**src/rtl/button_pkg.sv**
```systemverilog
// Shared types, board timing defaults and a counter-width helper for the
// push-button / switch input conditioner.
// Latency: n/a (package). Backpressure: n/a (package).
// Contents: edge_mode_t, rep_state_t, DEF_* timing constants, cnt_width().
package button_pkg;

  // Which debounced transitions produce an event pulse.
  typedef enum logic [1:0] {
    EDGE_RISE,
    EDGE_FALL,
    EDGE_BOTH
  } edge_mode_t;

  // Per-channel auto-repeat state.
  typedef enum logic [1:0] {
    IDLE,
    DELAY,
    REPEAT
  } rep_state_t;

  // Timing defaults for the 50 MHz board clock.
  localparam int CLK_HZ              = 50_000_000;
  localparam int DEF_SYNC_STAGES     = 2;
  localparam int DEF_DEBOUNCE_CYCLES = 50_000;      // 1 ms
  localparam int DEF_REPEAT_DELAY    = 25_000_000;  // 500 ms
  localparam int DEF_REPEAT_PERIOD   = 5_000_000;   // 100 ms

  // Bits needed to hold 0..max_val; never less than one bit so that a
  // counter whose terminal value is 0 still has a legal declaration.
  function automatic int cnt_width(input int max_val);
    if (max_val < 1) begin
      return 1;
    end
    return $clog2(max_val + 1);
  endfunction

endpackage

```
**src/rtl/button_channel.sv**
```systemverilog
// One input channel: synchroniser, debouncer, edge detector and optional
// hold-to-auto-repeat. level_o moves SYNC_STAGES+DEBOUNCE_CYCLES-1 edges after
// the sampling edge (counting that edge), pulse_o is registered alongside it.
// Backpressure: none; every accepted event is a single-cycle pulse.
//
// Ports:
//   clk            system clock
//   reset          synchronous, active-high reset
//   in_i           raw asynchronous input, active high
//   level_o        debounced level
//   pulse_o        one-cycle event pulse (edge or auto-repeat)
//   repeat_flag_o  high with pulse_o when the pulse is an auto-repeat
module button_channel
  import button_pkg::*;
#(
  parameter int         SYNC_STAGES     = DEF_SYNC_STAGES,
  parameter int         DEBOUNCE_CYCLES = DEF_DEBOUNCE_CYCLES,
  parameter edge_mode_t EDGE_MODE       = EDGE_RISE,
  parameter int         REPEAT_EN       = 0,
  parameter int         REPEAT_DELAY    = DEF_REPEAT_DELAY,
  parameter int         REPEAT_PERIOD   = DEF_REPEAT_PERIOD
) (
  input  logic clk,
  input  logic reset,
  input  logic in_i,
  output logic level_o,
  output logic pulse_o,
  output logic repeat_flag_o
);

  // ---------------------------------------------------------------------
  // Parameter legality
  // ---------------------------------------------------------------------
  if (SYNC_STAGES < 2) begin : g_bad_sync
    $error("button_channel: SYNC_STAGES must be >= 2");
  end
  if (DEBOUNCE_CYCLES < 1) begin : g_bad_debounce
    $error("button_channel: DEBOUNCE_CYCLES must be >= 1");
  end
  if (REPEAT_EN != 0 && REPEAT_EN != 1) begin : g_bad_repeat_en
    $error("button_channel: REPEAT_EN must be 0 or 1");
  end
  if (REPEAT_DELAY < 1) begin : g_bad_delay
    $error("button_channel: REPEAT_DELAY must be >= 1");
  end
  if (REPEAT_PERIOD < 1) begin : g_bad_period
    $error("button_channel: REPEAT_PERIOD must be >= 1");
  end

  // ---------------------------------------------------------------------
  // Counter sizing. Both counters clear on their terminal value, so they
  // only ever need to reach (limit - 1).
  // ---------------------------------------------------------------------
  localparam int DB_W   = cnt_width(DEBOUNCE_CYCLES - 1);
  localparam int RP_MAX = ((REPEAT_DELAY > REPEAT_PERIOD) ? REPEAT_DELAY : REPEAT_PERIOD) - 1;
  localparam int RC_W   = cnt_width(RP_MAX);

  localparam logic [DB_W-1:0] DB_LAST  = DB_W'(DEBOUNCE_CYCLES - 1);
  localparam logic [RC_W-1:0] DLY_LAST = RC_W'(REPEAT_DELAY - 1);
  localparam logic [RC_W-1:0] PER_LAST = RC_W'(REPEAT_PERIOD - 1);

  localparam bit RISE_EN = (EDGE_MODE == EDGE_RISE) || (EDGE_MODE == EDGE_BOTH);
  localparam bit FALL_EN = (EDGE_MODE == EDGE_FALL) || (EDGE_MODE == EDGE_BOTH);

  // ---------------------------------------------------------------------
  // State
  // ---------------------------------------------------------------------
  logic [SYNC_STAGES-1:0] sync_q, sync_d;
  logic                   level_q, level_d;
  logic [DB_W-1:0]        db_cnt_q, db_cnt_d;
  logic                   pulse_q, pulse_d;
  logic                   flag_q, flag_d;
  rep_state_t             state_q, state_d;
  logic [RC_W-1:0]        rcnt_q, rcnt_d;

  logic sync_s;     // synchronised input
  logic flip;       // debounced level changes on this edge
  logic rise;
  logic fall;
  logic rep_fire;   // auto-repeat pulse on this edge

  // ---------------------------------------------------------------------
  // Synchroniser and debouncer
  // ---------------------------------------------------------------------
  always_comb begin
    sync_d   = {sync_q[SYNC_STAGES-2:0], in_i};
    sync_s   = sync_q[SYNC_STAGES-1];
    level_d  = level_q;
    db_cnt_d = '0;
    flip     = 1'b0;

    // Any cycle where the synchronised value agrees with the accepted level
    // restarts the count, so only an unbroken run of disagreement flips it.
    if (sync_s != level_q) begin
      if (db_cnt_q == DB_LAST) begin
        flip    = 1'b1;
        level_d = sync_s;
      end else begin
        db_cnt_d = db_cnt_q + DB_W'(1);
      end
    end

    rise = flip & sync_s;
    fall = flip & ~sync_s;
  end

  // ---------------------------------------------------------------------
  // Auto-repeat FSM (next state)
  // ---------------------------------------------------------------------
  always_comb begin
    state_d  = state_q;
    rcnt_d   = rcnt_q;
    rep_fire = 1'b0;

    if (REPEAT_EN != 0) begin
      case (state_q)
        IDLE: begin
          // Only a debounced press arms the timer; level=1 straight out of
          // reset is not a press.
          if (rise) begin
            state_d = DELAY;
            rcnt_d  = '0;
          end
        end
        DELAY: begin
          // A release wins over a coincident terminal count.
          if (fall) begin
            state_d = IDLE;
            rcnt_d  = '0;
          end else if (rcnt_q == DLY_LAST) begin
            rep_fire = 1'b1;
            state_d  = REPEAT;
            rcnt_d   = '0;
          end else begin
            rcnt_d = rcnt_q + RC_W'(1);
          end
        end
        REPEAT: begin
          if (fall) begin
            state_d = IDLE;
            rcnt_d  = '0;
          end else if (rcnt_q == PER_LAST) begin
            rep_fire = 1'b1;
            rcnt_d   = '0;
          end else begin
            rcnt_d = rcnt_q + RC_W'(1);
          end
        end
        default: begin
          state_d = IDLE;
          rcnt_d  = '0;
        end
      endcase
    end
  end

  // ---------------------------------------------------------------------
  // Output pulse. A repeat can never coincide with a rise (repeats only fire
  // while the level is already high), so the flag marks repeats exactly.
  // ---------------------------------------------------------------------
  always_comb begin
    pulse_d = (rise & RISE_EN) | (fall & FALL_EN) | rep_fire;
    flag_d  = rep_fire;
  end

  // ---------------------------------------------------------------------
  // Registers
  // ---------------------------------------------------------------------
  always_ff @(posedge clk) begin
    if (reset) begin
      sync_q   <= '1;
      level_q  <= 1'b1;
      db_cnt_q <= '0;
      pulse_q  <= 1'b0;
      flag_q   <= 1'b0;
      state_q  <= IDLE;
      rcnt_q   <= '0;
    end else begin
      sync_q   <= sync_d;
      level_q  <= level_d;
      db_cnt_q <= db_cnt_d;
      pulse_q  <= pulse_d;
      flag_q   <= flag_d;
      state_q  <= state_d;
      rcnt_q   <= rcnt_d;
    end
  end

  assign level_o       = level_q;
  assign pulse_o       = pulse_q;
  assign repeat_flag_o = flag_q;

endmodule

```
**src/rtl/button_conditioner.sv**
```systemverilog
// N independent push-button / switch conditioners (sync, debounce, edge
// detect, optional auto-repeat). Latency per channel as in button_channel.
// Backpressure: none; events are single-cycle pulses.
//
// Ports:
//   clk          system clock
//   reset        synchronous, active-high reset
//   in           raw asynchronous inputs, active high
//   level        debounced level per channel
//   pulse        one-cycle event pulse per channel
//   repeat_flag  high with pulse[i] when that pulse is an auto-repeat
module button_conditioner
  import button_pkg::*;
#(
  parameter int         N               = 4,
  parameter int         SYNC_STAGES     = DEF_SYNC_STAGES,
  parameter int         DEBOUNCE_CYCLES = DEF_DEBOUNCE_CYCLES,
  parameter edge_mode_t EDGE_MODE       = EDGE_RISE,
  parameter int         REPEAT_EN       = 0,
  parameter int         REPEAT_DELAY    = DEF_REPEAT_DELAY,
  parameter int         REPEAT_PERIOD   = DEF_REPEAT_PERIOD
) (
  input  logic         clk,
  input  logic         reset,
  input  logic [N-1:0] in,
  output logic [N-1:0] level,
  output logic [N-1:0] pulse,
  output logic [N-1:0] repeat_flag
);

  if (N < 1) begin : g_bad_n
    $error("button_conditioner: N must be >= 1");
  end

  for (genvar i = 0; i < N; i++) begin : g_ch
    button_channel #(
      .SYNC_STAGES     (SYNC_STAGES),
      .DEBOUNCE_CYCLES (DEBOUNCE_CYCLES),
      .EDGE_MODE       (EDGE_MODE),
      .REPEAT_EN       (REPEAT_EN),
      .REPEAT_DELAY    (REPEAT_DELAY),
      .REPEAT_PERIOD   (REPEAT_PERIOD)
    ) u_ch (
      .clk           (clk),
      .reset         (reset),
      .in_i          (in[i]),
      .level_o       (level[i]),
      .pulse_o       (pulse[i]),
      .repeat_flag_o (repeat_flag[i])
    );
  end

endmodule

```
**config.mk**
```make
export PLATFORM = sky130hd
export DESIGN_NAME = button_conditioner
export DESIGN_NICKNAME = d
export VERILOG_FILES = /design/src/rtl/button_pkg.sv /design/src/rtl/button_channel.sv /design/src/rtl/button_conditioner.sv
export SDC_FILE = /design/constraint.sdc
export NUM_CORES = 1
export LEC_CHECK = 0
export ABC_AREA = 1
export BUFFER_PORTS_ARGS = -buffer_cell sky130_fd_sc_hd__buf_2
export CAP_MARGIN = 20
export CORE_ASPECT_RATIO = 1.2
export CORE_MARGIN = 8
export CORE_UTILIZATION = 40
export DETAILED_ROUTE_END_ITERATION = 6
export HOLD_SLACK_MARGIN = 0.15
export PLACE_DENSITY = 0.66
export SLEW_MARGIN = 20
export SYNTH_ARGS = -nofsm -noshare
export SYNTH_HDL_FRONTEND = slang
export SYNTH_SLANG_ARGS = --single-unit
```
**constraint.sdc**
```tcl
create_clock -name clk -period 1.3 [get_ports clk]
set_input_delay 0.065 -clock clk [delete_from_list [all_inputs] [get_ports clk]]
set_output_delay 0.065 -clock clk [all_outputs]
set_load 0.02 [all_outputs]
```
==> metrics.cfg, run 1 <==
[synth]
synthTopCellsByArea = dfxtp_1 (40%), nand2_1 (12%), nor2_1 (9.1%)
synth-main-ff-cell = dfxtp_1
avgSynthCellArea_sq_um = 6.95
synth_top_cell_by_area = dfxtp_1
yosysUniqueCellTypes = 27
synth_common_cells = nand2_1 (127), nor2_1 (98), dfxtp_1 (80)
synth_edf_count = 0
ys_ff_latch = 80
ys_seq_area_frac = 0.395
syn_area_sq_um = 4050
synthArstFlopShare = 0
yosysTopAreaCellShare = 0.395
yosysMostFrequentCell = nand2_1
yosys_warnings = 0
syn_inst = 583

[power_and_ir_drop]
leakagePower_nw = 1.72
total_power_mw = 4.84
power_density_nw_per_um2 = 995
p_int_mw = 3.84
worst_ir_drop_vdd_mv = 0.607
p_switching_mw = 0.999
pwr-share-clk = 0.466
switching_share = 0.207
power_frac_seq = 0.512
p_comb_frac = 0.022

[worst_setup_path]
endpoint = g_ch[0].u_ch.db_cnt_q[6]
worstPathRequired_ns = 1.52
crit_chain = ha_2, nand3_4, nor2_2, xnor2_1, nor2_2
cp_max_fo = 4
cp_slowest_stage_delay_ns = 0.33
worst-path-stages = 5
rr_endpoint = g_ch[0].u_ch.db_cnt_q[6]
cp_data_arrival_time_ns = 1.48
critical-path-top-delay-family = simple AND/OR/NAND/NOR gates
startpoint = g_ch[0].u_ch.db_cnt_q[0]
r2r-start = g_ch[0].u_ch.db_cnt_q[0]
crit_buf_inv = 0
critical_path_class = reg -> reg
end_kind = register
critPathSlowestCell = dfxtp_1
rr_worst_depth = 5
cp_common_cell = nor2_2
r2r_setup_slack_ns = 0.04
start_kind = register

[global_route]
gr-total-overflow = 0
grt_first_pass_wirelength_um = 14200
grt_pass1_vias = 3376
antenna_found_initial = 0
grt_max_degree = 17
grtUsageTotal = 0.127

[place]
placed_area_sq_um = 4380
place_hpwl_um = 5930
portBuffers = 13
place_congestion = 0.869

[clock_network]
cts_buffers = 9
insertion_delay_ns = 0.34
ctsHtreeMaxLevel = 3
cts_buffer_depth = 2
cts_sinks = 80
cts_root_buffer = clkbuf_16
clk_pin_slew_ns = 0.06
cts_tree = built

[die]
dieArea_sq_um = 13600
rows = 40
die_x_um = 108
start_util = 0.407
num_io_pins = 18
die_h_um = 126
core_sq_um = 9960

[timing]
fmax_mhz = 796
finClkSkew_ns = 0.00548
finalSetupViolations = 0
period_needed_ns = 1.26
hold_viol_final = 0
maxSlewViolCount = 0
finalCritPeriodShare = 0.967
timing.hold.ws_ns = 0.422
rsz0062_at_grt = yes

[job]
max_cap_viol_count = 0

[final_layout]
drive_above_1_share = 0.215
finish.utilization = 0.488
final_area_sq_um = 4860
area_delta_synth_final_pct = 19.9
diodes = 0
nets = 640

[route]
via_count = 3580
drt_pass1_iterations = 4
via_per_inst = 4.72
drtAntennaViolNets = 0
first_iter_violations = 159
wl_per_cell_um = 11.0
post-route-drc-count = 0
routed_wl_um = 8320

[status]
status = finished, final reports clean

[worst_hold_path]
hp-class = reg -> reg

metrics by stage:
step	cells	TNS, ns	setup WS, ns
detailed placement	737	-0.0600	-0.0133
floorplan	586	0	0.00552
finish	759	0	0.0430
global placement	737	0	0.0373
CTS	756	0	0.000223
global route	759	-0.102	-0.0424
sequential cells by signal, summed over array words and instances, names as in the netlist:
register and count:
g_ch.u_ch.sync_q 8, g_ch.u_ch.pulse_o 4, g_ch.u_ch.db_cnt_q 64, g_ch.u_ch.level_o 4
kinds of logic after synthesis:
family / count (synthesis) / synth area share
and+or+nand+nor: 341 / 0.380
buffers and inverters: 94 / 0.107
DFF: 80 / 0.395
AOI/OAI and AO/OA: 41 / 0.0571
xor gates and xnor gates: 22 / 0.0476
adders and majority gates: 4 / 0.0124
other: 1 / 0.000926
layout make-up:
type | instances | area (sq um)
flip-flops and latches | 80 | 1610
multi-input cells | 414 | 2190
clock buffers | 13 | 250
clock inverters | 1 | 5.00
repair buffers | 48 | 353
inverters | 77 | 289
well taps | 126 | 158
fillers | 971 | 5100
metal layers:
layer  track usage  wire length [um]  part of all wire  up-vias
met1         0.140              3700              0.44     1607
met4        0.0540               138             0.017        0
met3        0.0398               285             0.034       14
li1              -                 -                 -     1913
met2         0.218              4200              0.50       46
met5             0                 0                 0        -
worst min-delay path by stage:
| stage | cells after the start | start | endpoint | slack (ns) |
|---|---|---|---|---|
| final | 1 | g_ch[0].u_ch.sync_q[0] | g_ch[0].u_ch.sync_q[1] | 0.42 |
| after global routing | 1 | g_ch[0].u_ch.sync_q[0] | g_ch[0].u_ch.sync_q[1] | 0.45 |
| after CTS | 1 | g_ch[0].u_ch.sync_q[0] | g_ch[0].u_ch.sync_q[1] | 0.43 |
| after detailed placement | 2 | in[0] | g_ch[0].u_ch.sync_q[0] | 0.25 |
| after global placement | 2 | in[3] | g_ch[3].u_ch.sync_q[0] | 0.25 |
| after floorplan | 1 | in[0] | g_ch[0].u_ch.sync_q[0] | 0.17 |
what timing repair did:
action / 4_1_cts / 5_1_grt
gates resized for setup: 1 / 44
cloned: 0 / 2
hold endpoints to repair: 7 / 0
endpoints found under the setup margin: 9 / 69
hold buffers: 5 / 0
pin swaps: 0 / 12
buffers inserted: 0 / 1
cell usage in the layout, fill, tap and decap left out, types with 3 or more instances in the layout:
master	n
nand2_1	126
nor2_1	89
inv_1	74
dfxtp_1	70
nand3_1	45
buf_4	29
nor2_2	22
a21oi_1	22
nand4_1	20
buf_2	13
xor2_1	12
a21oi_2	12
xnor2_1	10
dfxtp_2	10
or2_2	9
clkbuf_16	9
nand2_2	6
nor2_4	5
o21ai_0	5
nor3_1	5
dlygate4sd3_1	5
nand3_2	4
nand3b_1	4
conb_1	4
inv_2	3
clkbuf_1	3
power by group through the flow:
stage	clock network [mW]	registers (mW)	logic, mW
after detailed placement	0	2.53	0.0845
after floorplan	0	2.53	0.0656
after global routing	2.44	2.48	0.116
final	2.25	2.48	0.104
after CTS	2.32	2.47	0.0970
after global placement	0	2.53	0.0830
Power figures use the tool's default switching activity.
==> run 2: changes to the inputs <==
--- a/config.mk
+++ b/config.mk
@@ -5,7 +5,6 @@
 export SDC_FILE = /design/constraint.sdc
 export NUM_CORES = 1
 export LEC_CHECK = 0
-export ABC_AREA = 1
 export BUFFER_PORTS_ARGS = -buffer_cell sky130_fd_sc_hd__buf_2
 export CAP_MARGIN = 20
 export CORE_ASPECT_RATIO = 1.2
==> run 2 against run 1 <==
Compared with the run above: the flow now finishes with violations (negative setup slack); clock skew rose by 0.010 ns; sequential share of layout area increased by 1.3 points; combinational power about the same; non-clock buffer count is 50 higher; register-to-register slack worse by 0.52 ns; critical path depth fell by 1; clock power decreased by 19%; sequential power about the same; final cell count decreased by 22%.
==> metrics.cfg, run 2 <==
[worst_setup_path]
end_kind = register
cp_max_fo = 4
endpoint = g_ch[1].u_ch.level_o
crit_chain = or4b_1, or4_4, mux2i_1, nand2b_1
cp_slowest_stage_delay_ns = 0.61
r2r-start = g_ch[1].u_ch.db_cnt_q[10]
rr_worst_depth = 4
critical_path_class = reg -> reg
rr_endpoint = g_ch[1].u_ch.level_o
cp_data_arrival_time_ns = 2.03
worstPathRequired_ns = 1.55
critPathSlowestCell = or4_4
startpoint = g_ch[1].u_ch.db_cnt_q[10]
start_kind = register
r2r_setup_slack_ns = -0.48

[global_route]
grt.met3_usage = 0.0225
grtUsageTotal = 0.121
grt_use_met1 = 0.144
gr-total-overflow = 0
antenna_found_initial = 0
busiest_layer = met2
grt_first_pass_wirelength_um = 11800
grt.met2_usage = 0.198
grt_pass1_vias = 2734
grt_max_degree = 21

[timing]
rsz0062_at_grt = yes
maxSlewViolCount = 0
finalWorstSetupSlack_ns = -0.481
fmax_mhz = 562
finalCritPeriodShare = 1.37
tightest_slew_ns = 0.713
finalSetupTns_ns = -24.77
finalSetupViolations = 71
hold_viol_final = 0
period_needed_ns = 1.78
maxSlewHeadroom = 0.523
finClkSkew_ns = 0.0156

[final_layout]
finish.utilization = 0.556
largest_reg_flops = 64
top_regs = g_ch.u_ch.db_cnt_q x64, g_ch.u_ch.sync_q x8
final_common_cell = buf_4
final_cell_mix = buf_4 (72), dfxtp_1 (64), xnor2_1 (54), nor2_1 (54), nand3_1 (19)
diodes = 0
drive_above_1_share = 0.392
nets = 479
area_delta_synth_final_pct = 37.0
top_register = g_ch.u_ch.db_cnt_q

[power_and_ir_drop]
worst_ir_drop_vdd_mv = 0.728
power_density_nw_per_um2 = 934
leakagePower_nw = 1.59

[place]
portBuffers = 13
place_hpwl_um = 4680
place_congestion = 0.789

[synth]
synth_fa_ha_area_frac = 0.0146
synth_compound_area_frac = 0.00510
syn_area_sq_um = 3440
yosysTopAreaCellShare = 0.466
synth-main-ff-cell = dfxtp_1
synth-simple-area-share = 0.301
yosys_warnings = 0
synth_top_family_by_area = simple AND/OR/NAND/NOR gates
ys_seq_area_frac = 0.466
synth_top_cell_by_area = dfxtp_1
synth.mux.area_fraction = 0.00582
synthXorXnorAreaFrac = 0.153
synthTopCellsByArea = dfxtp_1 (47%), xnor2_1 (14%), nor2_1 (8.5%)
ys_ff_latch = 80
yosysUniqueCellTypes = 32
yosysMostFrequentCell = dfxtp_1
avgSynthCellArea_sq_um = 9.19
synthArstFlopShare = 0
synth_common_cells = dfxtp_1 (80), nor2_1 (78), xnor2_1 (55)
syn_inst = 374
synth_edf_count = 0

[die]
die_x_um = 101
core_sq_um = 8470
num_io_pins = 18
dieArea_sq_um = 11800
die_h_um = 118
start_util = 0.406
rows = 37

[route]
routed_wl_um = 6910
drt_pass1_iterations = 4
via_per_inst = 4.65
wl_per_cell_um = 11.7
drtAntennaViolNets = 0
via_count = 2751
post-route-drc-count = 0
first_iter_violations = 88

[job]
max_cap_viol_count = 0

[status]
status = finished, violations left
violations = negative setup slack

[clock_network]
cts_sinks = 80
cts_buffer_depth = 2
cts_buffers = 9
insertion_delay_ns = 0.35
ctsHtreeMaxLevel = 3
clk_pin_slew_ns = 0.09
cts_root_buffer = clkbuf_8
cts_tree = built

[worst_hold_path]
hp-class = in -> reg

## run 2: cell count changes in the layout (fill, tap and decap cells not counted), sizes merged, moves of 7 or more
cell / change
a21oi: -35
buf: +51
inv: -63
nand2: -118
nand3: -28
nor2: -38
nor3: +7
nor4: +19
xnor2: +45
xor2: -7
## run 2: cell families (layout without fill, tap and decap cells)
| kind of cell | count (synthesis) | in the layout |
|---|---|---|
| AO/OA/AOI/OAI | 2 | 2 |
| XOR/XNOR | 60 | 60 |
| adder cells (fa/ha/maj) | 4 | 4 |
| buffers and inverters | 31 | 127 |
| flip-flops | 80 | 80 |
| multiplexers | 2 | 2 |
| other | 1 | 4 |
| AND/OR/NAND/NOR | 194 | 195 |
## run 2: layer usage
metal | wire length [um] | part of all wire
met4 | 148 | 0.021
met5 | 0 | 0
met3 | 166 | 0.024
met1 | 3190 | 0.46
met2 | 3400 | 0.49
## run 2: stage by stage
step | worst slack [ns] | total power [mW] | hold WS [ns] | cell area (sq um) | cells
CTS | -0.495 | 4.44 | 0.142 | 4560 | 591
floorplan | -0.482 | 2.60 | 0.169 | 3510 | 377
finish | -0.481 | 4.40 | 0.153 | 4710 | 591
global placement | -0.455 | 2.61 | 0.252 | 4130 | 562
global route | -0.541 | 4.57 | 0.167 | 4710 | 591
detailed placement | -0.476 | 2.61 | 0.253 | 4130 | 562
## run 2: area by class of cell
class / count / area [sq um]
Clock inverter: 6 / 68.8
Tap cell: 117 / 146
Clock buffer: 10 / 128
Sequential cell: 80 / 1620
Multi-Input combinational cell: 267 / 1930
Fill cell: 761 / 3760
Timing Repair Buffer: 98 / 759
Inverter: 13 / 48.8
## run 2: report_power, final
part | switching, mW | internal (mW) | total, mW
combinational | 0.0597 | 0.0442 | 0.104
sequential | 0.00799 | 2.46 | 2.47
clock | 0.926 | 0.898 | 1.82
## run 2: worst min path at each step
stage	startpoint	endpoint	slack [ns]	depth (start not counted)
global placement	in[1]	g_ch[1].u_ch.sync_q[0]	0.25	2
CTS	reset	g_ch[3].u_ch.pulse_o	0.14	2
detailed placement	in[3]	g_ch[3].u_ch.sync_q[0]	0.25	2
finish	reset	g_ch[3].u_ch.pulse_o	0.15	2
global route	reset	g_ch[3].u_ch.pulse_o	0.17	2
floorplan	in[0]	g_ch[0].u_ch.sync_q[0]	0.17	1
## run 2: critical path: cells and delay by family, from the launching register on
| kind | cells | cell delay [ns] |
|---|---|---|
| DFF | 1 | 0.33 |
| muxes | 1 | 0.17 |
| and+or+nand+nor | 3 | 1.18 |
## run 2: timing repair
| action | in CTS | in global routing |
|---|---|---|
| cloned | 2 | 0 |
| hold endpoints to repair | 5 | 0 |
| setup buffers | 7 | 2 |
| hold buffers | 4 | 0 |
| resized for setup | 22 | 50 |
| pin swaps | 4 | 21 |
| endpoints found under the setup margin | 72 | 72 |
==> run 3: changes to the inputs <==
--- a/config.mk
+++ b/config.mk
@@ -16,4 +16,5 @@
 export SLEW_MARGIN = 20
 export SYNTH_ARGS = -nofsm -noshare
 export SYNTH_HDL_FRONTEND = slang
+export SYNTH_HIERARCHICAL = 1
 export SYNTH_SLANG_ARGS = --single-unit
==> run 3 against run 2 <==
Compared with the run above: the flow still finishes with violations (negative setup slack); final area up 1.9%; flip-flop and latch count unchanged; setup slack better by 0.050 ns; global-route usage increased by 0.77 points; sequential power barely moved; register-to-register slack improved by 0.05 ns; wire length up 8.0%; hold slack improved by 0.26 ns; critical endpoint is now g_ch[3].u_ch/level_o; largest power group unchanged; highest routed layer unchanged.
==> metrics.cfg, run 3 <==
[status]
status = finished, violations left
violations = negative setup slack

[timing]
period_needed_ns = 1.73
finalWorstSetupSlack_ns = -0.431
finClkSkew_ns = 0.00931
tightest_slew_ns = 0.783
rsz0062_at_grt = yes
maxSlewViolCount = 0
finalSetupViolations = 68
fmax_mhz = 578
finalCritPeriodShare = 1.33
finalSetupTns_ns = -25.63
hold_viol_final = 0
maxSlewHeadroom = 0.476

[worst_setup_path]
rr_worst_depth = 3
end_kind = register
critical_path_class = reg -> reg
cp_max_fo = 5
worstPathRequired_ns = 1.52
start_kind = register
cp_data_arrival_time_ns = 1.95

[synth]
synth_common_cells = dfxtp_1 (80), nor2_1 (68), xnor2_1 (40)
yosysUniqueCellTypes = 26
ys_ff_latch = 80
syn_area_sq_um = 3400
synthTopCellsByArea = dfxtp_1 (47%), xnor2_1 (10%), nor2_1 (7.5%)
syn_nets = 378
yosysTopAreaCellShare = 0.471
synthArstFlopShare = 0
yosysMostFrequentCell = dfxtp_1
synth_edf_count = 0
ys_seq_area_frac = 0.471
syn_inst = 368
synth-main-ff-cell = dfxtp_1
avgSynthCellArea_sq_um = 9.23
synth_top_cell_by_area = dfxtp_1
yosys_warnings = 6

[final_layout]
fillCellCount = 721
stdcell_count = 606
nets = 494
top_regs = g_ch.u_ch/db_cnt_q x64, g_ch.u_ch/sync_q x8
area_delta_synth_final_pct = 41.2
final_common_cell = buf_4
largest_reg_flops = 64
diodes = 0
drive_above_1_share = 0.335
top_register = g_ch.u_ch/db_cnt_q
final_cell_mix = buf_4 (87), dfxtp_1 (76), nor2_1 (56), xnor2_1 (40), nor3_1 (20)
final_area_sq_um = 4800

[global_route]
busiest_layer = met2
grt.met2_usage = 0.231
grt_first_pass_wirelength_um = 12200
grt_pass1_vias = 2913
antenna_found_initial = 0
gr-total-overflow = 0
grt.met3_usage = 0.0296
grtUsageTotal = 0.129
grt_max_degree = 15
grt_use_met1 = 0.142

[die]
die_h_um = 117
die_x_um = 100
rows = 37
dieArea_sq_um = 11700
start_util = 0.403
core_sq_um = 8430
num_io_pins = 18

[power_and_ir_drop]
power_density_nw_per_um2 = 972
p_switching_mw = 0.914
total_power_mw = 4.67
switching_share = 0.196
power_frac_seq = 0.529
p_comb_frac = 0.025
pwr-share-clk = 0.446
p_int_mw = 3.75
worst_ir_drop_vdd_mv = 0.727
leakagePower_nw = 1.69

[place]
place_congestion = 0.788
place_inst = 574
portBuffers = 13
placed_area_sq_um = 4190
place_hpwl_um = 4940

[clock_network]
insertion_delay_ns = 0.33
clk_pin_slew_ns = 0.08
cts_sinks = 80
cts_root_buffer = clkbuf_8
cts_buffers = 9
cts_buffer_depth = 2
ctsHtreeMaxLevel = 3
cts_tree = built

[worst_hold_path]
hp-class = reg -> reg
holdPathStages = 1

[route]
first_iter_violations = 83
via_count = 2951
drt_pass1_iterations = 4
wl_per_cell_um = 12.3
via_per_inst = 4.87
post-route-drc-count = 0
routed_wl_um = 7460
drtAntennaViolNets = 0

[job]
max_cap_viol_count = 0

run 3: cell families (layout without fill, tap and decap cells):
| logic type | Yosys count | in the layout | synth area share |
|---|---|---|---|
| DFF | 80 | 80 | 0.471 |
| other | 4 | 4 | 0.00442 |
| and+or+nand+nor | 192 | 195 | 0.305 |
| adders and majority gates | 4 | 4 | 0.0147 |
| AOI/OAI and AO/OA | 12 | 12 | 0.0250 |
| buffers and inverters | 20 | 138 | 0.0353 |
| xor gates and xnor gates | 56 | 56 | 0.144 |
run 3: power groups by stage:
stage | Sequential (mW) | Combinational (mW) | Clock, mW
after floorplan | 2.53 | 0.0575 | 0
after global placement | 2.53 | 0.0774 | 0
after detailed placement | 2.53 | 0.0796 | 0
after CTS | 2.47 | 0.101 | 2.13
after global routing | 2.47 | 0.128 | 2.24
final | 2.47 | 0.117 | 2.08
run 3: worst max-delay path, cell delays in order (launching register included):
cell     delay, ns
dfxtp_2       0.32
or4b_1        0.51
or4_4         0.47
a211o_1       0.32
run 3: path summary, 6_finish.rpt:
kind | to | start | slack, ns
setup / recovery | g_ch[3].u_ch/level_o | g_ch[3].u_ch/db_cnt_q[10] | -0.43
hold reg to reg | g_ch[0].u_ch/sync_q[1] | g_ch[0].u_ch/sync_q[0] | 0.41
hold / removal | g_ch[0].u_ch/sync_q[1] | g_ch[0].u_ch/sync_q[0] | 0.41
setup reg to reg | g_ch[3].u_ch/level_o | g_ch[3].u_ch/db_cnt_q[10] | -0.43
run 3: metrics by stage:
stage / hold slack (ns) / setup WS [ns] / util
floorplan: 0.142 / -0.369 / -
global placement: 0.248 / -0.456 / 0.497
detailed placement: 0.250 / -0.468 / 0.497
CTS: 0.412 / -0.414 / 0.548
global route: 0.422 / -0.481 / 0.570
finish: 0.412 / -0.431 / 0.570
run 3: timing repair:
action / CTS / global route
hold buffers: 5 / 0
buffers inserted: 4 / 4
endpoints found under the hold margin: 10 / 0
cloned: 1 / 2
pin swaps: 10 / 12
endpoints found under the setup margin: 68 / 68
resized for setup: 20 / 21
run 3: per-layer routing:
layer	routed length [um]	part of all wire	vias up
met2	3810	0.51	52
met4	168	0.023	0
li1	-	-	1501
met5	0	0	-
met1	3240	0.43	1384
met3	247	0.033	14
run 3: cell type report:
type / count / area (sq um) / area share
Clock inverter: 2 / 60.1 / 0.0125
Timing Repair Buffer: 110 / 842 / 0.175
Tap cell: 117 / 146 / 0.0305
Multi-Input combinational cell: 271 / 1930 / 0.401
Inverter: 12 / 45.0 / 0.00938
Sequential cell: 80 / 1610 / 0.335
Clock buffer: 14 / 173 / 0.0360
